`config.mk`:
```
export PLATFORM = sky130hd
export DESIGN_NAME = safer_alert_manager
export DESIGN_NICKNAME = d
export VERILOG_FILES = /design/src/rtl/safer_alert_manager.sv
export SDC_FILE = /design/constraint.sdc
export NUM_CORES = 1
export LEC_CHECK = 0
export ABC_AREA = 1
export CORE_ASPECT_RATIO = 0.9
export CORE_MARGIN = 4
export CORE_UTILIZATION = 45
export CTS_BUF_LIST = sky130_fd_sc_hd__clkbuf_4 sky130_fd_sc_hd__clkbuf_8 sky130_fd_sc_hd__clkbuf_16
export CTS_CLUSTER_SIZE = 12
export DETAILED_ROUTE_END_ITERATION = 8
export DONT_BUFFER_PORTS = 1
export MAX_ROUTING_LAYER = met4
export REMOVE_ABC_BUFFERS = 1
export SLEW_MARGIN = 10
export SYNTH_ARGS = -nofsm -noshare
export SYNTH_HDL_FRONTEND = slang
export SYNTH_SLANG_ARGS = --single-unit
```
`constraint.sdc`:
```
create_clock -name clk -period 2.3 [get_ports clk]
set_clock_uncertainty 0.05 [all_clocks]
set_input_delay 0 -clock clk [delete_from_list [all_inputs] [get_ports clk]]
set_output_delay 0 -clock clk [all_outputs]
set_load 0.1 [all_outputs]
```
`src/rtl/safer_alert_manager.sv`:
```
// Crew alert manager: debounced four-level alert state, sticky flag latches, alarm and logger handshake.
// Optional build macro SAFER_ALERT_TIMESTAMP_EN adds a free-running cycle counter and an event_ts output.
module safer_alert_manager #(
    parameter int          PERSIST_CYC = 4,
    parameter int          HOLD_CYC    = 16,
    parameter logic [7:0]  CAUTION_TH  = 8'd64,
    parameter logic [7:0]  WARN_TH     = 8'd128,
    parameter logic [7:0]  CRIT_TH     = 8'd192
) (
    input  logic        clk,
    input  logic        rst,
    input  logic        in_valid,
    input  logic [7:0]  risk_level,
    input  logic [15:0] alert_flags,
    input  logic        system_ok,
    input  logic        ack,
    output logic [1:0]  alert_state,
    output logic [3:0]  latched_crit,
    output logic [11:0] latched_warn,
    output logic        alarm,
    output logic        event_valid,
    input  logic        event_ready,
    output logic [3:0]  event_code,
    output logic        event_overflow
`ifdef SAFER_ALERT_TIMESTAMP_EN
    ,
    output logic [15:0] event_ts
`endif
);

    localparam int PW = $clog2(PERSIST_CYC + 1);
    localparam int HW = $clog2(HOLD_CYC + 1);

    typedef enum logic [1:0] {
        ST_NORMAL   = 2'd0,
        ST_CAUTION  = 2'd1,
        ST_WARNING  = 2'd2,
        ST_CRITICAL = 2'd3
    } alert_t;

    alert_t         state_q;
    alert_t         state_d;
    logic [PW-1:0]  persist_q;
    logic [HW-1:0]  hold_q;
    logic           silenced_q;
    logic [3:0]     lcrit_q;
    logic [11:0]    lwarn_q;
    logic           ev_valid_q;
    logic [3:0]     ev_code_q;
    logic           ev_ovf_q;

    logic           crit_any;
    logic [1:0]     thr_level;
    logic [1:0]     raw_level;
    logic           bypass;
    logic           raw_above;
    logic           persist_hit;
    logic           escalate;
    logic           ack_eff;
    logic           deescalate;
    logic           state_change;

    assign crit_any = |alert_flags[15:12];

    // A failed upstream status forces at least WARNING even on a low score.
    always_comb begin
        thr_level = 2'd0;
        if (risk_level >= CRIT_TH)
            thr_level = 2'd3;
        else if (risk_level >= WARN_TH)
            thr_level = 2'd2;
        else if (risk_level >= CAUTION_TH)
            thr_level = 2'd1;
        raw_level = crit_any ? 2'd3 : thr_level;
        if (!system_ok && raw_level < 2'd2)
            raw_level = 2'd2;
    end

    assign bypass      = in_valid && crit_any;
    assign raw_above   = in_valid && (raw_level > state_q);
    assign persist_hit = !bypass && raw_above && (state_q != ST_CRITICAL)
                         && (persist_q == PW'(PERSIST_CYC - 1));
    assign escalate    = bypass || persist_hit;
    // Escalation owns the cycle: a coincident ack is discarded completely.
    assign ack_eff     = ack && !escalate;
    assign deescalate  = ack_eff && (hold_q == '0) && in_valid && (raw_level < state_q);

    always_ff @(posedge clk) begin
        if (rst)
            state_q <= ST_NORMAL;
        else
            state_q <= state_d;
    end

    always_comb begin
        state_d = state_q;
        if (bypass)
            state_d = ST_CRITICAL;
        else if (persist_hit)
            state_d = alert_t'(state_q + 2'd1);
        else if (deescalate)
            state_d = alert_t'(raw_level);
    end

    always_comb begin
        alert_state = state_q;
        alarm       = (state_q >= ST_WARNING) && !silenced_q;
    end

    assign state_change = (state_d != state_q);

    always_ff @(posedge clk) begin
        if (rst)
            persist_q <= '0;
        else if (escalate)
            persist_q <= '0;
        else if (in_valid)
            persist_q <= raw_above ? persist_q + PW'(1) : '0;
    end

    always_ff @(posedge clk) begin
        if (rst)
            hold_q <= '0;
        else if (escalate)
            hold_q <= HW'(HOLD_CYC);
        else if (hold_q != '0)
            hold_q <= hold_q - HW'(1);
    end

    // Ack replaces the latches with whatever is still active, or clears them if nothing is sampled.
    always_ff @(posedge clk) begin
        if (rst) begin
            lcrit_q <= '0;
            lwarn_q <= '0;
        end else if (ack_eff) begin
            lcrit_q <= in_valid ? alert_flags[15:12] : 4'h0;
            lwarn_q <= in_valid ? alert_flags[11:0]  : 12'h0;
        end else if (in_valid) begin
            lcrit_q <= lcrit_q | alert_flags[15:12];
            lwarn_q <= lwarn_q | alert_flags[11:0];
        end
    end

    always_ff @(posedge clk) begin
        if (rst)
            silenced_q <= 1'b0;
        else if (escalate)
            silenced_q <= 1'b0;
        else if (ack_eff)
            silenced_q <= 1'b1;
    end

    // event_valid/event_code hold until event_valid && event_ready; a new state change
    // in the accepting cycle loads cleanly, otherwise it overwrites and flags overflow.
    always_ff @(posedge clk) begin
        if (rst) begin
            ev_valid_q <= 1'b0;
            ev_code_q  <= 4'h0;
            ev_ovf_q   <= 1'b0;
        end else if (state_change) begin
            ev_valid_q <= 1'b1;
            ev_code_q  <= {state_q, state_d};
            if (ev_valid_q && !event_ready)
                ev_ovf_q <= 1'b1;
        end else if (ev_valid_q && event_ready) begin
            ev_valid_q <= 1'b0;
        end
    end

`ifdef SAFER_ALERT_TIMESTAMP_EN
    logic [15:0] cycle_q;
    logic [15:0] ts_q;

    always_ff @(posedge clk) begin
        if (rst) begin
            cycle_q <= 16'h0;
            ts_q    <= 16'h0;
        end else begin
            cycle_q <= cycle_q + 16'h1;
            if (state_change)
                ts_q <= cycle_q;
        end
    end

    assign event_ts = ts_q;
`endif

    assign latched_crit   = lcrit_q;
    assign latched_warn   = lwarn_q;
    assign event_valid    = ev_valid_q;
    assign event_code     = ev_code_q;
    assign event_overflow = ev_ovf_q;

endmodule

```
* After elaboration in Yosys (flattened, before gate mapping)
Cells that the tools add are included.
** Storage, ports and cells
- Register bits after elaboration :: 33
- Input port bits :: 30
- Output and inout port bits :: 25
** Cells by class
- Add/subtract/negate cells :: 3
- $lt $le $gt $ge :: 7
- Eq/ne operators :: 3
- Multiplexer cells :: 19
- Bitwise operators :: 2
- Reduce and logical (&&, ||, !) cells :: 27
** Operators by type and width (number)
- $mux 12 :: 3
- $ge 8x8->1 const B :: 2
- $mux 2 :: 7
- $logic_and 1x1->1 :: 13
- $mux 4 :: 3
- $or 12x12->12 :: 1
- $mux 5 :: 2
- $ge 8x7->1 const B :: 1
- $reduce_bool 2->1 :: 3
- $logic_not 1->1 :: 5
- $logic_not 5->1 :: 1
- $reduce_bool 5->1 :: 1
- $sub 5x1->5 const B :: 1
- $or 4x4->4 :: 1
- $reduce_or 4->1 :: 1
- $add 3x1->3 const B :: 1
- $eq 3x2->1 const B :: 1
- $mux 1 :: 3
- $mux 3 :: 1
- $add 2x1->2 const B :: 1
- $ge 2x2->1 const B :: 1
- $gt 2x2->1 :: 1
- $lt 2x2->1 :: 1
- $lt 2x2->1 const B :: 1
- 5 further kinds :: 5

* Longest topological paths before layout
- Depth after elaboration :: 24
- Gate-level depth with buffers :: 19
- Depth with buffers taken out :: 19

* Least setup slack after synthesis
Ideal clock, no wire load.
- Kind :: reg-to-reg
- Start point :: register state_q[1], in the netlist alert_state[1]
- End point :: register ev_code_q[0], in the netlist event_code[0]
- Arrival :: 2.642 ns
- Required time :: 2.133 ns
- Slack :: -0.509 ns
- Stages on the path, launching flop included :: 15
- Period minus slack after synthesis :: 2.809 ns
- Path through :: dfxtp_1 inv_1 ha_1 nand2_1 a21oi_4 a21oi_4 nand3_2 nand2_1 nand3_1 nand2_1 nand2_2 nand2_4 nand2_4 nor2_1 nor2_2
** On the way
- Longest elaborated chain between the ends :: 15
** Ends and longest elaborated chain
- start, declared :: line 41 : alert_t state_q;
- start signal, assigned :: line 92 : state_q <= state_d;
- $gt 2x2->1 :: line 80 : assign raw_above = in_valid && (raw_level > state_q);
- $logic_and 1x1->1 :: line 80
- $logic_and 1x1->1 (2 in series) :: line 81 : assign persist_hit = !bypass && raw_above && (state_q != ST_CRITICAL)
- $logic_and 1x1->1 :: line 82 : && (persist_q == PW'(PERSIST_CYC - 1));
- $logic_or 1x1->1 :: line 83 : assign escalate = bypass || persist_hit;
- $logic_not 1->1 :: line 85 : assign ack_eff = ack && !escalate;
- $logic_and 1x1->1 :: line 85
- $logic_and 1x1->1 (3 in series) :: line 86 : assign deescalate = ack_eff && (hold_q == '0) && in_valid && (raw_level < state_q);
- $mux 2 :: line 101 : else if (deescalate)
- $mux 2 :: line 99 : else if (persist_hit)
- $mux 2 :: line 97 : if (bypass)
- $ne 2x2->1 :: line 110 : assign state_change = (state_d != state_q);
- end signal, assigned :: line 162 : ev_code_q <= {state_q, state_d};
- end, declared :: line 49 : logic [3:0] ev_code_q;
Parallel ways exist; a longest one is shown, timed or not.
A chain may end at the register's enable or synchronous reset.

* Final worst setup path
- Start point :: register state_q[1], in the netlist alert_state[1]
- End point :: register ev_code_q[1], in the netlist event_code[1]
The elaborated chain is that of the path after synthesis.

==> flow_summary.ini <==
[outcome]
status = complete, no violations

[clocking]
cts_buffers = 5
root_buffer = clkbuf_8
htree_levels = 2
clk_pin_slew_worst_paths_ns = 0.07
clock_latency_ns = 0.28
cts_buffer_depth = 2
cts.sinks = 33
tritoncts = yes

[final_layout]
fin_cells = 297
nets = 292
postLayoutCoreUtil = 0.675
area_growth_pct = 39.0
antennaDiodeCount = 0
design_area_um2 = 2130
drive_above_1_share = 0.247

[die]
die_w_um = 69.6
die_h_um = 63.4
dieArea_um2 = 4410
start_util = 0.486
core_um2 = 3160
ioPinCount = 55
fp-row-count = 19

[yosys]
synthArstFlopShare = 0
synth_common_cells = nand2_1, dfxtp_1, a21oi_1
ys_ff_latch = 33
yosys.area_share.simple = 0.314
yosysMostFrequentCell = nand2_1
synthCells = 205
synthMuxAreaShare = 0
yosys_most_used_dff = dfxtp_1
yosysTopAreaCell = dfxtp_1
avgSynthCellArea_um2 = 7.49
synth_edf_count = 0
ys_seq_area_frac = 0.430
synth_top_family_by_area = simple AND/OR/NAND/NOR gates
synth_xor_xnor_area_share = 0
yosysTopAreaCellShare = 0.430
synth_compound_area_frac = 0.125
yosys_warnings = 0
syn_area_um2 = 1540
netlist_top_cells_area = dfxtp_1, nand2_1, a21oi_1, ha_1, inv_1
synth.distinct_cells = 27
synth_adder_area_share = 0.0570

[routing]
drt_iter0_drc = 84
drt_wl_total_um = 4050
vias_per_cell = 5.02
drt_first_pass_iters = 4
vias = 1491
routedWlPerCell_um = 13.6
drtAntennaViolNets = 0
drc = 0

[power]
p_per_area_nw_per_um2 = 805
p_switching_uw = 636
p_seq_frac = 0.372
p_int_mw = 1.08
p_sw_frac = 0.370
peakVddDrop_mv = 0.503
p_leak_nw = 0.982
power_frac_clock = 0.300
combPwrFrac = 0.328

[global_route]
grt_max_degree = 22
antenna_found_initial = 0
grt_pass1_vias = 1531
grt_overflow = 0
grt_first_pass_wirelength_um = 6760
grt_use_total = 0.196

[place]
port_buffers = 0
place_inst = 268
dpl_cell_area_um2 = 1770
dpl.hpwl_um = 2650
routabilityCongestion = 0.856

[critical_path]
end_kind = flip-flop
cp_max_fo = 6
critPathKind = flip-flop to flip-flop
worstPathArrival_ns = 2.25
required_ns = 2.43
cp-start-kind = flip-flop

[job]
cap_viol_max_count = 0

[timing]
drv_slew = 0
min_period_ns = 2.12
post-route-period-util = 0.921
timing_hold_violations_final = 0
max_freq_mhz = 472
tightest_slew_ns = 0.816
relSlewSlack = 0.454
setup_viol = 0

[worst_hold_path]
hp-class = input port to flip-flop
## per-layer routing
layer,wire [um],global-route usage
met2,2120,0.345
met5,0,-
met3,214,0.0684
met4,71,0.0707
met1,1650,0.202
## critical path, stage by stage (launching register included)
cell	delay [ns]
dfxtp_1	0.36
inv_2	0.08
ha_4	0.25
nand2_1	0.05
nand2_1	0.07
a21oi_4	0.25
a21oi_4	0.11
nand3_2	0.09
nand2_1	0.06
nand3_1	0.11
nand2_1	0.10
nand2_2	0.09
nand2_4	0.06
nand2_4	0.09
nand2_1	0.06
nand2_1	0.07
nor2_2	0.04
## final cells by class
cell class,count,area [um^2]
sequential,33,662
clock inverter,2,35.0
fill,268,1030
inverter,23,86.3
clock buffer,5,68.8
timing repair buffer,48,428
multi-input combinational,144,801
tap,42,52.6
## final timing paths
path | slack (ns) | startpoint | to | cells past startpoint
max | 0.18 | alert_state[1]$_SDFF_PP0_ | event_code[1]$_SDFFE_PP0P_ | 16
min | 0.05 | ack | latched_warn[4]$_SDFFE_PP0P_ | 4
max reg2reg | 0.18 | alert_state[1]$_SDFF_PP0_ | event_code[1]$_SDFFE_PP0P_ | 16
min reg2reg | 0.43 | persist_q[1]$_SDFFE_PP0P_ | persist_q[1]$_SDFFE_PP0P_ | 2
## through the flow
step,hold WS (ns),power [mW],setup slack [ns],setup TNS (ns)
after global routing,0.0539,1.81,-0.00644,-0.0154
after detailed placement,0.0225,1.16,0.0605,0
after global placement,0.0217,1.15,0.196,0
after floorplan,0.0191,1.06,-0.509,-8.37
after CTS,0.0565,1.72,0.160,0
final,0.0545,1.72,0.182,0
## kinds of logic (layout without fill, tap and decap cells)
kind of cell	count (synthesis)	in the layout
flip-flops	33	33
adder cells (fa/ha/maj)	7	7
AND/OR/NAND/NOR	105	105
AO/OA/AOI/OAI	32	32
buffers and inverters	28	78
## sequential cells by signal (all words and copies together), names as in the netlist
name and flops:
alert_state 2, event_code 4, event_overflow 1, event_valid 1, hold_q 5, latched_crit 4, latched_warn 12, persist_q 3
silenced_q 1
## cell usage in the layout, fill, tap and decap left out, drive strengths merged
| master | n |
|---|---|
| clkinv | 1 |
| a21oi | 26 |
| nand4 | 2 |
| a221oi | 1 |
| bufinv | 1 |
| dlymetal6s4s | 1 |
| dlygate4sd3 | 20 |
| nand2 | 64 |
| inv | 23 |
| ha | 7 |
| clkbuf | 5 |
| o22ai | 1 |
| buf | 27 |
| o21a | 1 |
| a31oi | 1 |
| dfxtp | 33 |
| nor2 | 23 |
| nor3 | 3 |
| nand3b | 2 |
| o21ai | 2 |
| nand3 | 9 |
| or2 | 2 |
## power groups by stage
| stage | Combinational (mW) | Sequential [mW] | Clock (mW) |
|---|---|---|---|
| after CTS | 0.552 | 0.638 | 0.524 |
| after floorplan | 0.184 | 0.876 | 0 |
| after global placement | 0.497 | 0.649 | 0 |
| after global routing | 0.603 | 0.643 | 0.562 |
| after detailed placement | 0.512 | 0.651 | 0 |
| final | 0.564 | 0.639 | 0.515 |
## repair_timing
action | CTS | global route
resized for setup | 0 | 10
setup endpoints to repair | 0 | 4
setup buffers | 0 | 1
endpoints found under the hold margin | 29 | 0
hold buffers | 21 | 0
Power figures use the tool's default switching activity.
